`src/rtl/nyancat_frame_loader.sv`:
```
// nyancat_frame_loader
//
// Write-side loader for the nyancat renderer memories. A byte stream comes in
// over a valid/ready handshake. The first PAL_DEPTH bytes fill the palette
// RAM (low 6 bits, RRGGBB). Each later byte carries two 4-bit character
// indices: the low nibble goes to the even frame address and the high nibble
// to the next odd address, one cycle apart.
//
// Optional feature macro: LOADER_CHECKSUM_EN
//   When defined, one trailing byte C follows the frame data. The 8-bit sum of
//   all payload bytes plus C must be zero. Otherwise err is raised together
//   with done. When undefined, there is no trailing byte and err is tied to 0.
//
// Ports
//   px_clk            single clock, rising edge
//   reset             synchronous, active-high
//   start             one-cycle pulse; begins a load when not busy
//   in_valid/in_data  byte source (8 bits)
//   in_ready          loader accepts in_data this cycle
//   pal_we/pal_addr/pal_wdata   palette write port (4-bit addr, 6-bit data)
//   fb_we/fb_addr/fb_wdata      frame RAM write port (FB_ADDR_W addr, 4-bit data)
//   busy              load in progress
//   done              last load completed; held until next start or reset
//   err               checksum mismatch on the last load
//
// All outputs are registered. A write strobe appears one cycle after the
// byte that produced it was accepted.

module nyancat_frame_loader #(
  parameter int NUM_FRAMES = 12,
  parameter int FRAME_W    = 64,
  parameter int FRAME_H    = 64,
  parameter int PAL_DEPTH  = 16,
  localparam int FB_DEPTH   = NUM_FRAMES * FRAME_W * FRAME_H,
  localparam int FB_ADDR_W  = $clog2(FB_DEPTH),
  localparam int PAL_ADDR_W = $clog2(PAL_DEPTH)
) (
  input  logic                  px_clk,
  input  logic                  reset,
  input  logic                  start,
  input  logic                  in_valid,
  input  logic [7:0]            in_data,
  output logic                  in_ready,
  output logic                  pal_we,
  output logic [PAL_ADDR_W-1:0] pal_addr,
  output logic [5:0]            pal_wdata,
  output logic                  fb_we,
  output logic [FB_ADDR_W-1:0]  fb_addr,
  output logic [3:0]            fb_wdata,
  output logic                  busy,
  output logic                  done,
  output logic                  err
);

  // Even base address of the final low/high nibble pair.
  localparam logic [FB_ADDR_W-1:0] LAST_PAIR = FB_ADDR_W'(FB_DEPTH - 2);
  localparam logic [PAL_ADDR_W-1:0] PAL_LAST = PAL_ADDR_W'(PAL_DEPTH - 1);

  typedef enum logic [2:0] {
    S_IDLE   = 3'd0,
    S_PAL    = 3'd1,
    S_FRM_LO = 3'd2,
    S_FRM_HI = 3'd3,
`ifdef LOADER_CHECKSUM_EN
    S_CHK    = 3'd4,
`endif
    S_DONE   = 3'd5
  } state_t;

  state_t                state_q, state_d;
  logic [PAL_ADDR_W-1:0] pal_cnt_q, pal_cnt_d;
  logic [FB_ADDR_W-1:0]  fb_base_q, fb_base_d;   // even address of current pair
  logic [3:0]            hi_nib_q, hi_nib_d;     // high nibble held for FRM_HI
  logic                  in_ready_q, in_ready_d;
  logic                  pal_we_q, pal_we_d;
  logic [PAL_ADDR_W-1:0] pal_addr_q, pal_addr_d;
  logic [5:0]            pal_wdata_q, pal_wdata_d;
  logic                  fb_we_q, fb_we_d;
  logic [FB_ADDR_W-1:0]  fb_addr_q, fb_addr_d;
  logic [3:0]            fb_wdata_q, fb_wdata_d;
  logic                  busy_q, busy_d;
  logic                  done_q, done_d;
`ifdef LOADER_CHECKSUM_EN
  logic [7:0]            sum_q, sum_d;
  logic                  err_q, err_d;
  logic [7:0]            sum_total;
`endif

  logic accept;

  // in_ready is registered, so the handshake is decided by the value the
  // source sees this cycle.
  assign accept = in_valid && in_ready_q;

  always_comb begin
    state_d     = state_q;
    pal_cnt_d   = pal_cnt_q;
    fb_base_d   = fb_base_q;
    hi_nib_d    = hi_nib_q;
    in_ready_d  = in_ready_q;
    pal_we_d    = 1'b0;
    pal_addr_d  = pal_addr_q;
    pal_wdata_d = pal_wdata_q;
    fb_we_d     = 1'b0;
    fb_addr_d   = fb_addr_q;
    fb_wdata_d  = fb_wdata_q;
    busy_d      = busy_q;
    done_d      = done_q;
`ifdef LOADER_CHECKSUM_EN
    sum_d       = sum_q;
    err_d       = err_q;
    sum_total   = sum_q + in_data;
`endif

    unique case (state_q)
      S_IDLE, S_DONE: begin
        if (start) begin
          state_d    = S_PAL;
          pal_cnt_d  = '0;
          fb_base_d  = '0;
          in_ready_d = 1'b1;
          busy_d     = 1'b1;
          done_d     = 1'b0;
`ifdef LOADER_CHECKSUM_EN
          sum_d      = '0;
          err_d      = 1'b0;
`endif
        end
      end

      S_PAL: begin
        if (accept) begin
          pal_we_d    = 1'b1;
          pal_addr_d  = pal_cnt_q;
          pal_wdata_d = in_data[5:0];
          pal_cnt_d   = pal_cnt_q + 1'b1;
`ifdef LOADER_CHECKSUM_EN
          sum_d       = sum_total;
`endif
          if (pal_cnt_q == PAL_LAST) begin
            state_d = S_FRM_LO;
          end
        end
      end

      S_FRM_LO: begin
        if (accept) begin
          fb_we_d    = 1'b1;
          fb_addr_d  = fb_base_q;
          fb_wdata_d = in_data[3:0];
          hi_nib_d   = in_data[7:4];
          in_ready_d = 1'b0;        // the high nibble needs the next cycle
          state_d    = S_FRM_HI;
`ifdef LOADER_CHECKSUM_EN
          sum_d      = sum_total;
`endif
        end
      end

      S_FRM_HI: begin
        fb_we_d    = 1'b1;
        fb_addr_d  = fb_base_q | FB_ADDR_W'(1);
        fb_wdata_d = hi_nib_q;
        if (fb_base_q == LAST_PAIR) begin
          // Base is not advanced here so it never points past the memory.
`ifdef LOADER_CHECKSUM_EN
          state_d    = S_CHK;
          in_ready_d = 1'b1;
`else
          state_d    = S_DONE;
          in_ready_d = 1'b0;
          busy_d     = 1'b0;
          done_d     = 1'b1;
`endif
        end else begin
          fb_base_d  = fb_base_q + FB_ADDR_W'(2);
          state_d    = S_FRM_LO;
          in_ready_d = 1'b1;
        end
      end

`ifdef LOADER_CHECKSUM_EN
      S_CHK: begin
        if (accept) begin
          sum_d      = sum_total;
          err_d      = (sum_total != 8'd0);
          in_ready_d = 1'b0;
          busy_d     = 1'b0;
          done_d     = 1'b1;
          state_d    = S_DONE;
        end
      end
`endif

      default: begin
        state_d    = S_IDLE;
        in_ready_d = 1'b0;
        busy_d     = 1'b0;
      end
    endcase
  end

  always_ff @(posedge px_clk) begin
    if (reset) begin
      state_q     <= S_IDLE;
      pal_cnt_q   <= '0;
      fb_base_q   <= '0;
      hi_nib_q    <= '0;
      in_ready_q  <= 1'b0;
      pal_we_q    <= 1'b0;
      pal_addr_q  <= '0;
      pal_wdata_q <= '0;
      fb_we_q     <= 1'b0;
      fb_addr_q   <= '0;
      fb_wdata_q  <= '0;
      busy_q      <= 1'b0;
      done_q      <= 1'b0;
`ifdef LOADER_CHECKSUM_EN
      sum_q       <= '0;
      err_q       <= 1'b0;
`endif
    end else begin
      state_q     <= state_d;
      pal_cnt_q   <= pal_cnt_d;
      fb_base_q   <= fb_base_d;
      hi_nib_q    <= hi_nib_d;
      in_ready_q  <= in_ready_d;
      pal_we_q    <= pal_we_d;
      pal_addr_q  <= pal_addr_d;
      pal_wdata_q <= pal_wdata_d;
      fb_we_q     <= fb_we_d;
      fb_addr_q   <= fb_addr_d;
      fb_wdata_q  <= fb_wdata_d;
      busy_q      <= busy_d;
      done_q      <= done_d;
`ifdef LOADER_CHECKSUM_EN
      sum_q       <= sum_d;
      err_q       <= err_d;
`endif
    end
  end

  assign in_ready  = in_ready_q;
  assign pal_we    = pal_we_q;
  assign pal_addr  = pal_addr_q;
  assign pal_wdata = pal_wdata_q;
  assign fb_we     = fb_we_q;
  assign fb_addr   = fb_addr_q;
  assign fb_wdata  = fb_wdata_q;
  assign busy      = busy_q;
  assign done      = done_q;
`ifdef LOADER_CHECKSUM_EN
  assign err       = err_q;
`else
  assign err       = 1'b0;
`endif

endmodule

```
`config.mk`:
```
export PLATFORM = sky130hd
export DESIGN_NAME = nyancat_frame_loader
export DESIGN_NICKNAME = d
export VERILOG_FILES = /design/src/rtl/nyancat_frame_loader.sv
export SDC_FILE = /design/constraint.sdc
export NUM_CORES = 1
export LEC_CHECK = 0
export CAP_MARGIN = 0
export CORE_ASPECT_RATIO = 0.7
export CORE_MARGIN = 4
export CORE_UTILIZATION = 35
export CTS_BUF_LIST = sky130_fd_sc_hd__clkbuf_4
export DETAILED_ROUTE_END_ITERATION = 6
export GPL_ROUTABILITY_DRIVEN = 0
export GPL_TIMING_DRIVEN = 0
export MAX_ROUTING_LAYER = met4
export RECOVER_POWER = 100
export SLEW_MARGIN = 5
export SYNTH_ARGS = -nofsm -noshare
export SYNTH_HDL_FRONTEND = slang
export SYNTH_SLANG_ARGS = --single-unit
```
`constraint.sdc`:
```
create_clock -name px_clk -period 4.2 [get_ports px_clk]
set_clock_uncertainty 0.15 [all_clocks]
set_input_delay 0.84 -clock px_clk [delete_from_list [all_inputs] [get_ports px_clk]]
set_output_delay 0.84 -clock px_clk [all_outputs]
set_load 0.05 [all_outputs]
```
==> parameters.txt, run 1 <==
Parameter                              Value

STA
  Final Hold Viols ... 0
  Slew at the pin with the worst max-slew slack ... 1.192 ns
  Worst max-slew margin expressed relative to the limit ... 19.68%
  RSZ-0062 raised after global routing ... false
  Final setup fails ... 0
  Number of pins exceeding their max-slew limit in the final report ... 0
  Upper clock frequency limit ... 307.9 MHz
  Setup TNS ... 0 ns
  Shortest clock period the worst path allows after layout ... 3.248 ns
  Period utilisation layout ... 77.32%

Job
  Max-cap violations ... 0

Synthesis
  Average footprint of a synthesized cell ... 8.978 sq um
  Synth Net Count ... 321
  Share of async-settable or async-resettable flops after synthesis ... 0%
  Sequential cell area fraction in the yosys report ... 44.30%
  Register bit total from synthesis ... 61
  Number of instances in the synthesized netlist ... 307
  Dominant register cell in the synthesized netlist ... sky130_fd_sc_hd__dfxtp_1
  Yosys Warn Count ... 0
  Unique masters post-synth ... 54
  Number of enable flip-flop cells after synthesis ... 0
  Cell area after synthesis ... 2756 sq um

Clocking
  Post-CTS setup buffers ... 0
  Clock sinks ... 61
  Post-CTS Hold Fix Bufs ... 0
  Clock edge transition at the registers on the reported setup and hold paths ... 0.11 ns
  H-tree levels ... 3
  Resized Gates After CTS ... 0
  Largest buffer count on any clock path ... 2
  Clock latency of the later-clocked register in the worst-skew pair ... 0.41 ns
  Inserted Clock Buffers ... 9
  Clock root buffer master ... sky130_fd_sc_hd__clkbuf_4
  CTS tree ... done

Floorplan
  Height of the chip ... 82.25 microns
  Die Span X ... 114.1 microns
  Starting utilization of the core area ... 36.84%
  Number of top-level design ports ... 48
  Die Area ... 9382 sq um
  Total core area ... 7482 sq um
  Number of placement rows ... 26

Cells and area
  Most frequent standard cell in the layout excluding fill and tap cells ... sky130_fd_sc_hd__dfxtp_1
  Area growth syn-to-layout ... 26.69%
  Sequential Area ... 1221 sq um
  Layout fillers ... 756
  Final antenna diode count ... 0
  Final Net Count ... 378
  Area of combinational cells with multiple inputs ... 1380 sq um
  Most frequent cells in the layout ... 61 x sky130_fd_sc_hd__dfxtp_1, 43 x sky130_fd_sc_hd__nor2_1, 37 x sky130_fd_sc_hd__dlygate4sd3_1
  Share of cells above drive strength 1 ... 7.317%

Pwr
  PnR Total Power ... 1.144 mW
  Worst ir drop on vdd ... 124.5 uV
  Leakage power of the design ... 1.437 nW
  Pwr Density ... 327.5 nW/um^2

Drt
  Average vias per placed instance ... 5.152
  Detailed-route via count ... 2406
  Iteration-0 DRC Markers ... 193
  TritonRoute pass-1 iters ... 4
  Post-detailed-route count of antenna-violating nets ... 0
  Total wire length ... 7036 microns
  Drt drc ... 0
  Post-detailed-route wirelength per cell ... 15.07 microns

Critical path
  Crit. path cell count ... 6
  Required time reported for the critical path endpoint ... 4.34 ns
  Internal reg-to-reg setup slack ... 1.49 ns
  Kind of end point of the critical path ... register
  Capturing point of the worst reg2reg path ... fb_addr[5]$_SDFFE_PP0P_
  Worst R2R Start ... in_ready$_SDFFE_PP0P_
  Endpoint arrival time on the critical path ... 3.39 ns
  Element type at the critical path start ... input pin
  CP Buf/Inv Count ... 2
  Slowest stage delay, CP ... 0.93 ns
  Slowest cell on the critical path ... sky130_fd_sc_hd__o21ai_0
  Crit path kind ... in2reg
  List of cells traversed by the critical path ... clkdlybuf4s50_1 > and2_0 > o21ai_0 > clkbuf_1 > mux2i_1 > nor2_1
  Top cell family by delay on the critical path ... buffers and inverters
  Depth of the worst register-to-register path ... 5
  Highest fanout seen on the critical path ... 10

Worst hold path
  Worst hold stages ... 2
  Hold path startpoint ... fb_addr[0]$_SDFFE_PP0P_
  Worst-case hold path end point ... fb_addr[0]$_SDFFE_PP0P_
  Worst hold path type ... reg2reg

Run status
  Run status ... finished clean

Placement
  Count of input and output buffers ... 46
  Post-DP HPWL ... 4983 microns

GRT
  Grt ovf ... 0
  Pin count of the biggest net entering global routing ... 12
  Wire length of the first global-routing pass ... 11730 microns
  Via count of the first global-routing pass ... 2244
  Total global routing track utilization ... 16.57%
  Antenna violations before repair ... 0
where the power goes:
group          internal, mW  switching (mW)  total, mW
logic                0.0288          0.0522     0.0810
registers             0.583         0.00428      0.588
clock network         0.248           0.227      0.475
total                 0.860           0.283       1.14
stage by stage:
stage	hold WS [ns]	cells	utilization, %	worst slack [ns]	cell area, sq um
detailed placement	0.3100	451	44.63	1.168	3339
global route	0.3570	467	46.67	0.7699	3492
global placement	0.3090	451	44.63	1.147	3339
floorplan	0.2997	307	-	2.050	2756
CTS	0.3341	467	46.79	1.542	3501
finish	0.3275	467	46.67	0.9524	3492
how the worst max path moves through the flow:
stage	end	from
floorplan	fb_addr[10]$_SDFFE_PP0P_	in_valid
global placement	fb_base_q[10]$_SDFFE_PP0P_	start
detailed placement	fb_base_q[10]$_SDFFE_PP0P_	start
CTS	in_ready	in_ready$_SDFFE_PP0P_
global route	fb_addr[10]$_SDFFE_PP0P_	in_valid
finish	fb_addr[5]$_SDFFE_PP0P_	in_valid
state kept, by name, summed over array words and instances, names as in the netlist:
| signal | cells |
|---|---|
| busy | 1 |
| done | 1 |
| fb_addr | 16 |
| fb_base_q | 15 |
| fb_wdata | 4 |
| fb_we | 1 |
| hi_nib_q | 4 |
| in_ready | 1 |
| pal_addr | 4 |
| pal_cnt_q | 4 |
| pal_wdata | 6 |
| pal_we | 1 |
| state_q | 3 |
worst register-to-register path, stage by stage (launching register included):
cell	delay [ns]
sky130_fd_sc_hd__dfxtp_1	0.35
sky130_fd_sc_hd__and2_0	0.18
sky130_fd_sc_hd__o21ai_0	0.93
sky130_fd_sc_hd__clkbuf_1	0.65
sky130_fd_sc_hd__mux2i_1	0.27
sky130_fd_sc_hd__nor2_1	0.06
synthesized netlist by cell type, types with 2 or more instances:
library cell / count / share of area (%)
sky130_fd_sc_hd__clkbuf_1: 12 / 1.6
sky130_fd_sc_hd__a211oi_1: 7 / 1.9
sky130_fd_sc_hd__mux2i_1: 34 / 12
sky130_fd_sc_hd__nand2_1: 13 / 1.8
sky130_fd_sc_hd__dfxtp_1: 61 / 44
sky130_fd_sc_hd__o21a_1: 3 / 0.82
sky130_fd_sc_hd__and2_1: 3 / 0.68
sky130_fd_sc_hd__nand2b_1: 4 / 0.91
sky130_fd_sc_hd__nor3_1: 5 / 0.91
sky130_fd_sc_hd__nand3_1: 8 / 1.5
sky130_fd_sc_hd__a221oi_1: 2 / 0.64
sky130_fd_sc_hd__o31ai_1: 2 / 0.54
sky130_fd_sc_hd__ha_1: 2 / 0.91
sky130_fd_sc_hd__a311oi_1: 2 / 0.64
sky130_fd_sc_hd__a31oi_1: 5 / 1.1
sky130_fd_sc_hd__inv_1: 11 / 1.5
sky130_fd_sc_hd__a41oi_1: 2 / 0.64
sky130_fd_sc_hd__and3_1: 3 / 0.68
sky130_fd_sc_hd__o21ai_0: 11 / 2.0
sky130_fd_sc_hd__nor2b_1: 2 / 0.45
sky130_fd_sc_hd__nand4_1: 6 / 1.4
sky130_fd_sc_hd__and4b_1: 2 / 0.73
sky130_fd_sc_hd__nor2_1: 43 / 5.9
sky130_fd_sc_hd__and4_1: 4 / 1.3
sky130_fd_sc_hd__or4_1: 2 / 0.54
sky130_fd_sc_hd__nor4_1: 4 / 0.91
sky130_fd_sc_hd__buf_2: 7 / 1.3
sky130_fd_sc_hd__buf_4: 2 / 0.54
sky130_fd_sc_hd__a21oi_1: 14 / 2.5
sky130_fd_sc_hd__or3_1: 6 / 1.4
sky130_fd_sc_hd__a21o_1: 2 / 0.54
metal layers:
layer  up-vias  share of wire (%)  global-route usage, %
li1       1223                  -                      -
met1      1115                 53                  23.67
met2        64                 41                  22.02
met3         4                5.2                  5.608
met4         0               0.51                  4.389
met5         -                  0                      -
cell families (layout without fill, tap and decap cells):
group / Yosys count / in the layout / synth area share [%]
buffers and inverters: 33 / 95 / 5.356
multiplexers: 34 / 34 / 12.35
AND/OR/NAND/NOR: 111 / 111 / 20.79
adder cells (fa/ha/maj): 2 / 2 / 0.9077
other: 1 / 1 / 0.1360
XOR/XNOR: 2 / 2 / 0.6356
AO/OA/AOI/OAI: 63 / 63 / 15.52
flip-flops: 61 / 61 / 44.30
cell type report:
class / instances / area share, %
Buffer: 22 / 3.010
Inverter: 11 / 1.182
Sequential cell: 61 / 34.97
Tap cell: 98 / 3.511
Timing Repair Buffer: 46 / 13.19
Clock inverter: 6 / 2.472
Multi-Input combinational cell: 213 / 39.52
Clock buffer: 10 / 2.150
(Power assumes the default switching activity.)
==> inputs of run 2 (changes only) <==
clock period = 2.7 ns   (was 4.2 ns; I/O delays follow)
==> run 2 against run 1 <==
Sequential share of layout area about the same. Worst hold slack about the same. Combinational power up 54%. Register-to-register slack worse by 1.1 ns. Critical path type unchanged. Cell count unchanged. Flip-flop and latch count unchanged. Core utilization about the same. Count of clock-buffer cells in the layout unchanged. Cell area about the same.
==> parameters.txt, run 2 (synthesized netlist as in run 1, its figures left out) <==
Parameter                              Value

Pwr
  Gate power share ... 7.0%
  PnR Total Power ... 1.779 mW
  Share of power burned in the clock network ... 41.6%
  Switching Power ... 0.4428 mW
  Internal power ... 1.336 mW
  Pwr Density ... 509.8 nW/um^2
  Switching Fraction ... 24.89%
  Sequential group share of total power ... 51.4%
  Leakage power of the design ... 1.433 nW
  Worst ir drop on vdd ... 193.5 uV

Critical path
  Endpoint arrival time on the critical path ... 2.57 ns
  Capturing point of the worst reg2reg path ... fb_addr[5]$_SDFFE_PP0P_
  Depth of the worst register-to-register path ... 5
  Worst R2R Start ... state_q[0]$_SDFFE_PP0P_
  Highest fanout seen on the critical path ... 10
  Crit path kind ... in2reg
  Required time reported for the critical path endpoint ... 2.85 ns
  Kind of end point of the critical path ... register
  Internal reg-to-reg setup slack ... 0.43 ns
  Element type at the critical path start ... input pin

Cells and area
  Share of cells above drive strength 1 ... 7.588%
  Final Net Count ... 378
  Final core utilization ... 46.64%
  Non-filler instance count after layout ... 467
  Flip-flop count of the largest register after layout ... 16
  Most frequent cells in the layout ... 61 x sky130_fd_sc_hd__dfxtp_1, 43 x sky130_fd_sc_hd__nor2_1, 37 x sky130_fd_sc_hd__dlygate4sd3_1
  Final antenna diode count ... 0
  Area growth syn-to-layout ... 26.60%
  Most frequent standard cell in the layout excluding fill and tap cells ... sky130_fd_sc_hd__dfxtp_1

STA
  Setup WS post-layout ... 0.2815 ns
  Final Hold Viols ... 0
  Final setup fails ... 0
  Number of pins exceeding their max-slew limit in the final report ... 0
  Upper clock frequency limit ... 413.5 MHz
  Period utilisation layout ... 89.58%
  RSZ-0062 raised after global routing ... false
  Shortest clock period the worst path allows after layout ... 2.419 ns
  Worst max-slew margin expressed relative to the limit ... 47.93%
  Setup TNS ... 0 ns
  Slew at the pin with the worst max-slew slack ... 0.7758 ns

Clocking
  Post-CTS Hold Fix Bufs ... 0
  Clock edge transition at the registers on the reported setup and hold paths ... 0.11 ns
  H-tree levels ... 3
  Clock latency of the later-clocked register in the worst-skew pair ... 0.41 ns
  CTS tree ... done
  Resized Gates After CTS ... 0
  Inserted Clock Buffers ... 9
  Clock sinks ... 61
  Clock root buffer master ... sky130_fd_sc_hd__clkbuf_4
  Largest buffer count on any clock path ... 2
  Post-CTS setup buffers ... 0

Drt
  Iteration-0 DRC Markers ... 193
  Post-detailed-route count of antenna-violating nets ... 0
  Total wire length ... 7047 microns
  Drt drc ... 0
  TritonRoute pass-1 iters ... 4
  Post-detailed-route wirelength per cell ... 15.09 microns
  Average vias per placed instance ... 5.238
  Detailed-route via count ... 2446

Placement
  Post-DP HPWL ... 4983 microns
  Placement Setup Slack ... -0.03177 ns
  Count of input and output buffers ... 46
  DP Cell Count ... 451

GRT
  Grt ovf ... 0
  Via count of the first global-routing pass ... 2244
  Total global routing track utilization ... 16.57%
  Antenna violations before repair ... 0
  Pin count of the biggest net entering global routing ... 12
  Wire length of the first global-routing pass ... 11730 microns

Floorplan
  Height of the chip ... 82.25 microns
  Total core area ... 7482 sq um
  Starting utilization of the core area ... 36.84%
  Number of placement rows ... 26
  Die Span X ... 114.1 microns
  Number of top-level design ports ... 48
  Die Area ... 9382 sq um

Worst hold path
  Hold path startpoint ... fb_addr[0]$_SDFFE_PP0P_
  Worst-case hold path end point ... fb_addr[0]$_SDFFE_PP0P_
  Worst hold path type ... reg2reg
  Worst hold stages ... 2

Job
  Max-cap violations ... 0

Run status
  Run status ... finished clean
-- run 2: cell count changes in the layout (fill, tap and decap cells not counted) --
cell,delta
sky130_fd_sc_hd__a21oi_2,+1
sky130_fd_sc_hd__clkbuf_2,+2
sky130_fd_sc_hd__buf_6,-1
sky130_fd_sc_hd__buf_2,-1
sky130_fd_sc_hd__o21ai_0,-1
sky130_fd_sc_hd__o21ai_1,+1
sky130_fd_sc_hd__a21oi_1,-1
-- run 2: worst max path at each step --
stage,from,end,slack (ns),cells past startpoint
global placement,start,fb_base_q[10]$_SDFFE_PP0P_,-0.05,5
floorplan,in_ready$_SDFFE_PP0P_,pal_cnt_q[1]$_SDFFE_PP0P_,0.77,4
global route,start,fb_base_q[15]$_SDFFE_PP0P_,0.10,5
detailed placement,start,fb_base_q[10]$_SDFFE_PP0P_,-0.03,5
finish,in_valid,fb_addr[5]$_SDFFE_PP0P_,0.28,6
CTS,in_ready$_SDFFE_PP0P_,in_ready,0.34,1
-- run 2: cell type report --
class | instances | area, sq um
plain buffers | 22 | 98.84
clock buffers | 10 | 75.07
clock inverters | 6 | 86.33
fillers | 758 | 3993
inverters | 11 | 41.29
multi-input cells | 213 | 1384
flip-flops and latches | 61 | 1221
well taps | 98 | 122.6
repair buffers | 46 | 460.4
-- run 2: stage by stage --
step | instance area (sq um) | hold WS [ns]
2_1_floorplan | 2756 | 0.2997
3_3_place_gp | 3339 | 0.3090
3_5_place_dp | 3339 | 0.3100
4_1_cts | 3501 | 0.3341
5_1_grt | 3490 | 0.3570
6_report | 3490 | 0.3276
-- run 2: power by group through the flow --
| stage | registers (mW) | logic [mW] | clock network [mW] |
|---|---|---|---|
| 2_1_floorplan | 0.951 | 0.0611 | 0 |
| 3_3_place_gp | 0.935 | 0.129 | 0 |
| 3_5_place_dp | 0.935 | 0.129 | 0 |
| 4_1_cts | 0.914 | 0.130 | 0.759 |
| 5_1_grt | 0.916 | 0.137 | 0.802 |
| 6_report | 0.914 | 0.125 | 0.741 |
-- run 2: critical path, cell delays in order --
cell	delay (ns)
sky130_fd_sc_hd__clkdlybuf4s50_1	0.43
sky130_fd_sc_hd__and2_0	0.21
sky130_fd_sc_hd__o21ai_1	0.63
sky130_fd_sc_hd__clkbuf_2	0.45
sky130_fd_sc_hd__mux2i_1	0.24
sky130_fd_sc_hd__nor2_1	0.06
-- run 2: metal layers --
| metal | global-route usage [%] | vias up | part of all wire [%] |
|---|---|---|---|
| li1 | - | 1220 | - |
| met1 | 23.67 | 1130 | 52 |
| met2 | 22.02 | 81 | 40 |
| met3 | 5.608 | 15 | 6.5 |
| met4 | 4.389 | 0 | 1.6 |
| met5 | - | - | 0 |
==> inputs of run 3 (changes only) <==
--- a/config.mk
+++ b/config.mk
@@ -15,4 +15,5 @@
 export GPL_TIMING_DRIVEN = 0
 export MAX_ROUTING_LAYER = met4
+export PLACE_DENSITY = 0.68
 export RECOVER_POWER = 100
 export SLEW_MARGIN = 5
==> constraint.sdc (replaced) <==
create_clock -name px_clk -period 2.7 [get_ports px_clk]
set_clock_uncertainty 0.15 [all_clocks]
set_input_delay 0.27 -clock px_clk [delete_from_list [all_inputs] [get_ports px_clk]]
set_output_delay 0.27 -clock px_clk [all_outputs]
set_load 0.05 [all_outputs]
==> run 3 against run 2 <==
Wire length grew 1.7%. Non-clock buffer count unchanged. Largest power group unchanged. Via count rose by 2.7%. Total power is 0.38% higher. Global-route usage up 0.097 points. Combinational power is essentially flat. Worst hold slack got worse by 0.019 ns. Die area stayed put. Maximum frequency up 5.9%. Critical endpoint is now fb_addr[4]$_SDFFE_PP0P_.
==> parameters.txt, run 3 (synthesized netlist as in run 1, its figures left out) <==
Parameter                              Value

STA
  Shortest clock period the worst path allows after layout ... 2.284 ns
  Setup TNS ... 0 ns
  Slew at the pin with the worst max-slew slack ... 0.8154 ns
  Final setup fails ... 0
  Number of pins exceeding their max-slew limit in the final report ... 0
  RSZ-0062 raised after global routing ... false
  Period utilisation layout ... 84.58%
  Upper clock frequency limit ... 437.9 MHz
  Final Hold Viols ... 0
  Worst Hold Margin ... 0.3084 ns
  Worst max-slew margin expressed relative to the limit ... 45.28%

Placement
  Count of input and output buffers ... 46
  Total cell area at the placement stage ... 3339 sq um
  Post-DP HPWL ... 5047 microns

Critical path
  Highest fanout seen on the critical path ... 10
  Worst setup startpoint ... state_q[0]$_SDFFE_PP0P_
  Worst R2R Start ... state_q[0]$_SDFFE_PP0P_
  Crit path kind ... reg2reg
  Element type at the critical path start ... register
  Kind of end point of the critical path ... register
  Depth of the worst register-to-register path ... 5
  Required time reported for the critical path endpoint ... 2.85 ns
  Capturing point of the worst reg2reg path ... fb_addr[4]$_SDFFE_PP0P_
  Endpoint arrival time on the critical path ... 2.44 ns
  Internal reg-to-reg setup slack ... 0.42 ns

GRT
  Grt ovf ... 0
  Wire length of the first global-routing pass ... 11890 microns
  Total global routing track utilization ... 16.67%
  Antenna violations before repair ... 0
  Via count of the first global-routing pass ... 2446
  Pin count of the biggest net entering global routing ... 13

Pwr
  PnR Total Power ... 1.786 mW
  Worst ir drop on vdd ... 259.3 uV
  Pwr Density ... 511.7 nW/um^2
  Leakage power of the design ... 1.416 nW

Cells and area
  Area growth syn-to-layout ... 26.60%
  Post-Layout Inst Area ... 3490 sq um
  Final antenna diode count ... 0
  Sequential Area ... 1221 sq um
  Final Net Count ... 378
  Share of cells above drive strength 1 ... 6.775%
  Most frequent cells in the layout ... 61 x sky130_fd_sc_hd__dfxtp_1, 43 x sky130_fd_sc_hd__nor2_1, 35 x sky130_fd_sc_hd__dlygate4sd3_1
  Layout fillers ... 768
  Flip-flop count of the largest register after layout ... 16
  Area of combinational cells with multiple inputs ... 1384 sq um
  Most frequent standard cell in the layout excluding fill and tap cells ... sky130_fd_sc_hd__dfxtp_1
  Final core utilization ... 46.64%

Clocking
  Resized Gates After CTS ... 0
  CTS tree ... done
  Clock latency of the later-clocked register in the worst-skew pair ... 0.42 ns
  Post-CTS Hold Fix Bufs ... 0
  Clock sinks ... 61
  Post-CTS setup buffers ... 0
  Inserted Clock Buffers ... 9
  Clock edge transition at the registers on the reported setup and hold paths ... 0.12 ns
  Clock root buffer master ... sky130_fd_sc_hd__clkbuf_4
  Largest buffer count on any clock path ... 2
  H-tree levels ... 3

Floorplan
  Die Area ... 9382 sq um
  Starting utilization of the core area ... 36.84%
  Total core area ... 7482 sq um
  Number of top-level design ports ... 48
  Die Span X ... 114.1 microns
  Height of the chip ... 82.25 microns
  Number of placement rows ... 26

Drt
  Average vias per placed instance ... 5.381
  TritonRoute pass-1 iters ... 6
  Drt drc ... 0
  Post-detailed-route count of antenna-violating nets ... 0
  Detailed-route via count ... 2513
  Iteration-0 DRC Markers ... 128
  Post-detailed-route wirelength per cell ... 15.35 microns
  Total wire length ... 7169 microns

Worst hold path
  Worst hold stages ... 3
  Hold path startpoint ... in_data[6]
  Worst-case hold path end point ... hi_nib_q[2]$_SDFFE_PP0P_
  Worst hold path type ... in2reg

Run status
  Run status ... finished clean

Job
  Max-cap violations ... 0
-- run 3: area by class of cell --
cell class / count / share of cell area (%)
clock buffer: 9 / 1.936
sequential: 61 / 34.99
buffer: 22 / 2.725
clock inverter: 7 / 2.797
timing repair buffer: 46 / 13.19
tap: 98 / 3.514
inverter: 11 / 1.183
multi-input combinational: 213 / 39.66
-- run 3: worst max-delay path: stages, from the launching register on --
cell,delay [ns]
sky130_fd_sc_hd__dfxtp_1,0.35
sky130_fd_sc_hd__clkbuf_1,0.24
sky130_fd_sc_hd__o21ai_1,0.71
sky130_fd_sc_hd__buf_2,0.43
sky130_fd_sc_hd__mux2i_1,0.25
sky130_fd_sc_hd__nor2_1,0.05
-- run 3: how the worst max path moves through the flow --
stage | to
final | fb_addr[4]$_SDFFE_PP0P_
after floorplan | pal_cnt_q[1]$_SDFFE_PP0P_
after global placement | fb_base_q[10]$_SDFFE_PP0P_
after CTS | in_ready
after detailed placement | fb_base_q[10]$_SDFFE_PP0P_
after global routing | fb_addr[7]$_SDFFE_PP0P_
-- run 3: metal layers --
metal | wire [microns] | track usage, % | vias up | part of all wire, %
met5 | 0 | - | - | 0
met4 | 49 | 3.915 | 0 | 0.68
met3 | 504 | 5.171 | 6 | 7.0
met2 | 3069 | 25.41 | 101 | 43
met1 | 3545 | 21.80 | 1179 | 49
li1 | - | - | 1227 | -
-- run 3: metrics by stage --
step	cells	setup WS, ns
after floorplan	307	0.7726
after CTS	467	0.6237
final	467	0.4164
after global placement	451	0.2516
after global routing	467	0.2287
after detailed placement	451	0.2153
-- run 3: report_power, final --
group | switching [mW] | internal (mW) | total [mW] | leakage [nW]
sequential | 0.00655 | 0.907 | 0.914 | 0.492
clock | 0.367 | 0.380 | 0.746 | 0.0829
combinational | 0.0818 | 0.0438 | 0.126 | 0.841
total | 0.455 | 1.33 | 1.79 | 1.42
